**src/rtl/lb_sched_if.sv**
```systemverilog
// Pixel-in / window-out handshake bundle between the frame scheduler and its neighbours.
interface lb_sched_if #(
    parameter int unsigned DW = 8
);
    logic          in_valid;
    logic [DW-1:0] in_data;
    logic          in_ready;
    logic          out_ready;
    logic          lb_wen;
    logic [DW-1:0] lb_wdata;
    logic          lb_valid;
    logic          out_valid;
    logic          out_sof;
    logic          out_eol;
    logic          out_eof;

    modport slave (
        input  in_valid, in_data, out_ready, lb_valid,
        output in_ready, lb_wen, lb_wdata, out_valid, out_sof, out_eol, out_eof
    );

    modport master (
        output in_valid, in_data, out_ready, lb_valid,
        input  in_ready, lb_wen, lb_wdata, out_valid, out_sof, out_eol, out_eof
    );
endinterface

```
**src/rtl/lb_sched.sv**
```systemverilog
// Frame scheduler for the sliding-window line buffer: accepts one raster frame per start pulse.
// Optional LB_SCHED_STATS_EN adds a saturating stall_cnt output.
module lb_sched #(
    parameter int unsigned DW    = 8,
    parameter int unsigned IMG_W = 64,
    parameter int unsigned IMG_H = 48,
    parameter int unsigned WIN   = 8
) (
    input  logic       CLK,
    input  logic       RESET,
    input  logic       start,
    lb_sched_if.slave  bus,
    output logic       busy,
    output logic       done
`ifdef LB_SCHED_STATS_EN
    ,
    output logic [15:0] stall_cnt
`endif
);
    localparam int unsigned CW = (IMG_W > 1) ? $clog2(IMG_W) : 1;
    localparam int unsigned RW = (IMG_H > 1) ? $clog2(IMG_H) : 1;
    localparam logic [CW-1:0] C_COL_LAST = CW'(IMG_W - 1);
    localparam logic [CW-1:0] C_COL_WIN  = CW'(WIN - 1);
    localparam logic [RW-1:0] C_ROW_LAST = RW'(IMG_H - 1);

    typedef enum logic [1:0] {S_IDLE, S_FILL, S_RUN, S_DONE} state_t;

    state_t        r_state;
    state_t        w_state_nxt;
    logic [CW-1:0] r_col;
    logic [RW-1:0] r_row;
    logic          w_in_ready;
    logic          w_acc;
    logic          w_col_last;
    logic          w_row_last;
    logic          w_frame_end;
    logic          w_col_ok;
    logic          w_out_valid;

    assign w_col_last  = (r_col == C_COL_LAST);
    assign w_row_last  = (r_row == C_ROW_LAST);
    assign w_frame_end = w_col_last & w_row_last;

    // Leading WIN-1 columns of each row hold cross-row or stale taps.
    if (WIN == 1) begin : g_nomask
        assign w_col_ok = 1'b1;
    end else begin : g_mask
        assign w_col_ok = (r_col >= C_COL_WIN);
    end

    assign w_in_ready  = ~RESET & ((r_state == S_FILL) | (r_state == S_RUN)) & bus.out_ready;
    assign w_acc       = bus.in_valid & w_in_ready;
    assign w_out_valid = w_acc & bus.lb_valid & w_col_ok;

    assign bus.in_ready  = w_in_ready;
    assign bus.lb_wen    = w_acc;
    assign bus.lb_wdata  = bus.in_data;
    assign bus.out_valid = w_out_valid;
    assign bus.out_sof   = w_out_valid & (r_row == '0) & (r_col == C_COL_WIN);
    assign bus.out_eol   = w_out_valid & w_col_last;
    assign bus.out_eof   = w_out_valid & w_frame_end;
    assign busy          = ~RESET & (r_state != S_IDLE);
    assign done          = ~RESET & (r_state == S_DONE);

    always_ff @(posedge CLK) begin
        if (RESET) begin
            r_state <= S_IDLE;
        end else begin
            r_state <= w_state_nxt;
        end
    end

    always_comb begin
        w_state_nxt = r_state;
        case (r_state)
            S_IDLE: begin
                if (start) begin
                    w_state_nxt = (WIN == 1) ? S_RUN : S_FILL;
                end
            end
            S_FILL: begin
                if (w_acc) begin
                    if (w_frame_end) begin
                        w_state_nxt = S_DONE;
                    end else if ((r_row == '0) && (r_col == C_COL_WIN)) begin
                        w_state_nxt = S_RUN;
                    end
                end
            end
            S_RUN: begin
                if (w_acc && w_frame_end) begin
                    w_state_nxt = S_DONE;
                end
            end
            S_DONE: begin
                w_state_nxt = S_IDLE;
            end
            default: begin
                w_state_nxt = S_IDLE;
            end
        endcase
    end

    // Raster position; the row wraps explicitly since IMG_H need not be a power of two.
    always_ff @(posedge CLK) begin
        if (RESET) begin
            r_col <= '0;
            r_row <= '0;
        end else if (w_acc) begin
            if (w_col_last) begin
                r_col <= '0;
                r_row <= w_row_last ? '0 : r_row + RW'(1);
            end else begin
                r_col <= r_col + CW'(1);
            end
        end
    end

`ifdef LB_SCHED_STATS_EN
    logic [15:0] r_stall_cnt;

    always_ff @(posedge CLK) begin
        if (RESET) begin
            r_stall_cnt <= '0;
        end else if ((r_state == S_IDLE) && start) begin
            r_stall_cnt <= '0;
        end else if (busy && bus.in_valid && !w_in_ready && (r_stall_cnt != 16'hFFFF)) begin
            r_stall_cnt <= r_stall_cnt + 16'd1;
        end
    end

    assign stall_cnt = r_stall_cnt;
`endif
endmodule

```
**src/flat_wrapper.sv**
```systemverilog
// flat-port wrapper written by rule: the top's interface ports become plain ports
module lb_sched_flat 
#(
    parameter int unsigned DW    = 8,
    parameter int unsigned IMG_W = 64,
    parameter int unsigned IMG_H = 48,
    parameter int unsigned WIN   = 8
)
  (CLK, RESET, start, busy, done, bus_in_valid, bus_in_data, bus_out_ready, bus_lb_valid, bus_in_ready, bus_lb_wen, bus_lb_wdata, bus_out_valid, bus_out_sof, bus_out_eol, bus_out_eof);
  lb_sched_if #(.DW(DW)) bus_i ();
  input  logic CLK;
  input  logic RESET;
  input  logic start;
  output logic busy;
  output logic done;
  input wire logic [$bits(bus_i.in_valid)-1:0] bus_in_valid;
  input wire logic [$bits(bus_i.in_data)-1:0] bus_in_data;
  input wire logic [$bits(bus_i.out_ready)-1:0] bus_out_ready;
  input wire logic [$bits(bus_i.lb_valid)-1:0] bus_lb_valid;
  output wire logic [$bits(bus_i.in_ready)-1:0] bus_in_ready;
  output wire logic [$bits(bus_i.lb_wen)-1:0] bus_lb_wen;
  output wire logic [$bits(bus_i.lb_wdata)-1:0] bus_lb_wdata;
  output wire logic [$bits(bus_i.out_valid)-1:0] bus_out_valid;
  output wire logic [$bits(bus_i.out_sof)-1:0] bus_out_sof;
  output wire logic [$bits(bus_i.out_eol)-1:0] bus_out_eol;
  output wire logic [$bits(bus_i.out_eof)-1:0] bus_out_eof;
  assign bus_i.in_valid = bus_in_valid;
  assign bus_i.in_data = bus_in_data;
  assign bus_i.out_ready = bus_out_ready;
  assign bus_i.lb_valid = bus_lb_valid;
  assign bus_in_ready = bus_i.in_ready;
  assign bus_lb_wen = bus_i.lb_wen;
  assign bus_lb_wdata = bus_i.lb_wdata;
  assign bus_out_valid = bus_i.out_valid;
  assign bus_out_sof = bus_i.out_sof;
  assign bus_out_eol = bus_i.out_eol;
  assign bus_out_eof = bus_i.out_eof;
  lb_sched #(.DW(DW), .IMG_W(IMG_W), .IMG_H(IMG_H), .WIN(WIN)) u_core (.CLK(CLK), .RESET(RESET), .start(start), .bus(bus_i), .busy(busy), .done(done));
endmodule
```
**config.mk**
```make
export PLATFORM = sky130hd
export DESIGN_NAME = lb_sched_flat
export DESIGN_NICKNAME = d
export VERILOG_FILES = /design/src/rtl/lb_sched_if.sv /design/src/rtl/lb_sched.sv /design/src/flat_wrapper.sv
export SDC_FILE = /design/constraint.sdc
export NUM_CORES = 1
export LEC_CHECK = 0
export ABC_AREA = 1
export CAP_MARGIN = 10
export CORE_UTILIZATION = 40
export DETAILED_ROUTE_END_ITERATION = 10
export PLACE_DENSITY = 0.69
export SKIP_LAST_GASP = 1
export SYNTH_ARGS = -nofsm -noshare
export SYNTH_HDL_FRONTEND = slang
export SYNTH_SLANG_ARGS = --single-unit
```
**constraint.sdc**
```tcl
create_clock -name CLK -period 3.2 [get_ports CLK]
set_input_delay 0.64 -clock CLK [delete_from_list [all_inputs] [get_ports CLK]]
set_output_delay 0.64 -clock CLK [all_outputs]
set_load 0.05 [all_outputs]
```
==> flow_metrics.tcl <==
set metrics [dict create \
    status "finished, final reports clean" \
    root_buffer "clkbuf_4" \
    die_y_um 52.4 \
    synth_cells 144 \
    cp-start-kind "flop" \
    yosysMostFrequentCell "nand2_1" \
    yosysSeqAreaShare_pct 27.6 \
    vias 889 \
    detail-route-antenna-nets 0 \
    synth_area_leader_cell "dfxtp_1" \
    design_area_um2 1210 \
    drt_iter0_markers 14 \
    cp_top_family "simple AND/OR/NAND/NOR gates" \
    arrival_ps 2190 \
    syn_area_per_cell_um2 7.06 \
    grt_overflow 0 \
    finalNetCount 177 \
    antenna_found_initial 0 \
    ctsHoldBuffers 0 \
    numCtsBuffers 3 \
    cp_cell_sequence "inv_1 > ha_1 > nand2_2 > nor2_2 > nand2_2 > nor2_4 > inv_2 > nor3_2 > buf_12" \
    skew_ps 6.06 \
    yosysTopAreaCellShare_pct 27.6 \
    drive_gt1_share_pct 23.4 \
    num_antenna_cells 0 \
    worst_pin_slew_ps 644 \
    period_needed_ps 2830 \
    dpl_cell_area_um2 1170 \
    fillers 241 \
    die_x_um 52.4 \
    synth_common_cells "nand2_1 (25), nor2_1 (17), dfxtp_1 (14), inv_1 (14), a21oi_1 (12)" \
    worstPathMaxFanout 8 \
    syn_nets 166 \
    multiInputGateArea_um2 581 \
    worstSetupPathDepth 9 \
    total_power_mw 0.569 \
    gp_congestion 0.850 \
    clock_latency_ps 280 \
    max_freq_mhz 353 \
    routedWlPerCell_um 10.8 \
    slowest_stage "dfxtp_1" \
    pin_count 30 \
    die-area_um2 2750 \
    timing.final.crit_share_pct 88.5 \
    synth_area_leaders "dfxtp_1 (28%), ha_1 (9.9%), nand2_1 (9.2%)" \
    hold_viol_final 0 \
    floorplan.initialDensity_pct 44.2 \
    cpMostUsedCell "nand2_2" \
    ys_dominant_reg_cell "dfxtp_1" \
    dp_hpwl_um 1620 \
    rsz0062_at_grt "false" \
    cts_setup_buffers 0 \
    yosysUniqueCellTypes 23 \
    cts_resized 0 \
    track_usage_pct 16.7 \
    finalMaxSlewViolations 0 \
    critPathKind "reg -> out" \
    htreeDepth 1 \
    synth_warnings 0 \
    netlist_area_um2 1020 \
    clk_path_buf_depth 2 \
    r2r_cells 9 \
    cp_slowest_stage_delay_ps 400 \
    fp.coreArea_um2 2300 \
    first_pass_iters 4 \
    setup_viol 0 \
    hold_class "reg -> reg" \
    cts.sinks 14 \
    routed_via_density 4.88 \
    drc 0 \
    end_kind "output port" \
    grt_pass1_vias 802 \
    power_density_nw_per_um2 471 \
    port_buffers 13 \
    path_clk_slew_ps 90 \
    drv_cap 0 \
    row_count 17 \
    synth-async-reset-ratio_pct 0 \
    hold_depth 2 \
    worst_ir_drop_vdd_mv 0.370 \
    cts_tree "yes" \
    finalHoldWorstSlack_ps 499 \
    slew_headroom_pct 56.7 \
    utilization_pct 52.6 \
    regArea_um2 280 \
    power_leakage_nw 0.490 \
    setup_tns_ps 0 \
    grt_pass1_wl_um 3390 \
    area_growth_pct 19.0 \
    grt_max_degree 11 \
    synth_seq_cells 14 \
    path_buf_inv 3 \
    synth_edf_count 0 \
    routed_wl_um 1960 \
    crit_required_ps 2560 \
]
-- per-layer routing --
layer / wire [µm] / track usage, %
met3: 123 / 3.48
met5: 0 / 0
met4: 19 / 5.70
met1: 947 / 22.5
met2: 873 / 26.2
-- stage by stage --
stage               cells  setup WS, ps
finish                182           367
global placement      178           426
CTS                   182           342
detailed placement    178           380
global route          182           148
floorplan             144          98.3
-- area by class of cell --
class                   instances  area share [%]
well taps                      28            2.90
flip-flops and latches         14            23.2
multi-input cells             101            48.0
clock buffers                   4            3.00
repair buffers                 15            15.5
inverters                      20            7.35
-- logic make-up after synthesis --
| kind of cell | count (synthesis) | synth area share [%] |
|---|---|---|
| and+or+nand+nor | 77 | 37.7 |
| buffers and inverters | 29 | 15.8 |
| AOI/OAI and AO/OA | 14 | 7.39 |
| DFF | 14 | 27.6 |
| adders and majority gates | 8 | 9.85 |
| xor gates and xnor gates | 2 | 1.72 |
-- worst reg2reg max path: stages (launching register included) --
cell and delay, ps:
dfxtp_1 400, inv_1 120, ha_1 340, nand2_2 80, nor2_2 120, nand2_2 120, nor2_4 220, inv_2 110
nand2_1 130, nor3_1 70
-- flip-flops by register name (all words and copies together), names as in the netlist --
signal	cells
u_core.r_col	6
u_core.r_row	6
u_core.r_state	2
-- cells in the final DEF, fill, tap and decap left out --
| master | count |
|---|---|
| nand2_1 | 25 |
| nor2_1 | 17 |
| inv_1 | 14 |
| dfxtp_1 | 14 |
| a21oi_1 | 12 |
| nand3_1 | 11 |
| ha_1 | 8 |
| nor3_1 | 6 |
| nand2_2 | 5 |
| nor2_2 | 5 |
| inv_2 | 5 |
| clkdlybuf4s50_1 | 5 |
| buf_12 | 5 |
| buf_4 | 5 |
| clkbuf_4 | 3 |
| nand3_2 | 2 |
| xor2_1 | 2 |
| nor3_4 | 1 |
| o31ai_1 | 1 |
| nor2_4 | 1 |
| nor3_2 | 1 |
| bufinv_8 | 1 |
| nor3b_2 | 1 |
| nand4_1 | 1 |
| and3_1 | 1 |
| a211oi_1 | 1 |
| clkbuf_8 | 1 |
-- worst paths after layout --
kind / to / from / slack, ps
hold reg to reg: u_core.r_col[1] / u_core.r_col[1] / 500
hold / removal: u_core.r_col[1] / u_core.r_col[1] / 500
setup / recovery: bus_out_eof / u_core.r_state[0] / 370
setup reg to reg: u_core.r_col[5] / u_core.r_state[0] / 1400
-- where the power goes --
group | switching [mW] | total, mW | internal [mW]
combinational | 0.148 | 0.239 | 0.0907
clock | 0.0567 | 0.126 | 0.0691
sequential | 0.0160 | 0.205 | 0.189
total | 0.221 | 0.569 | 0.349
No activity file was read; power rests on OpenSTA's default activity.
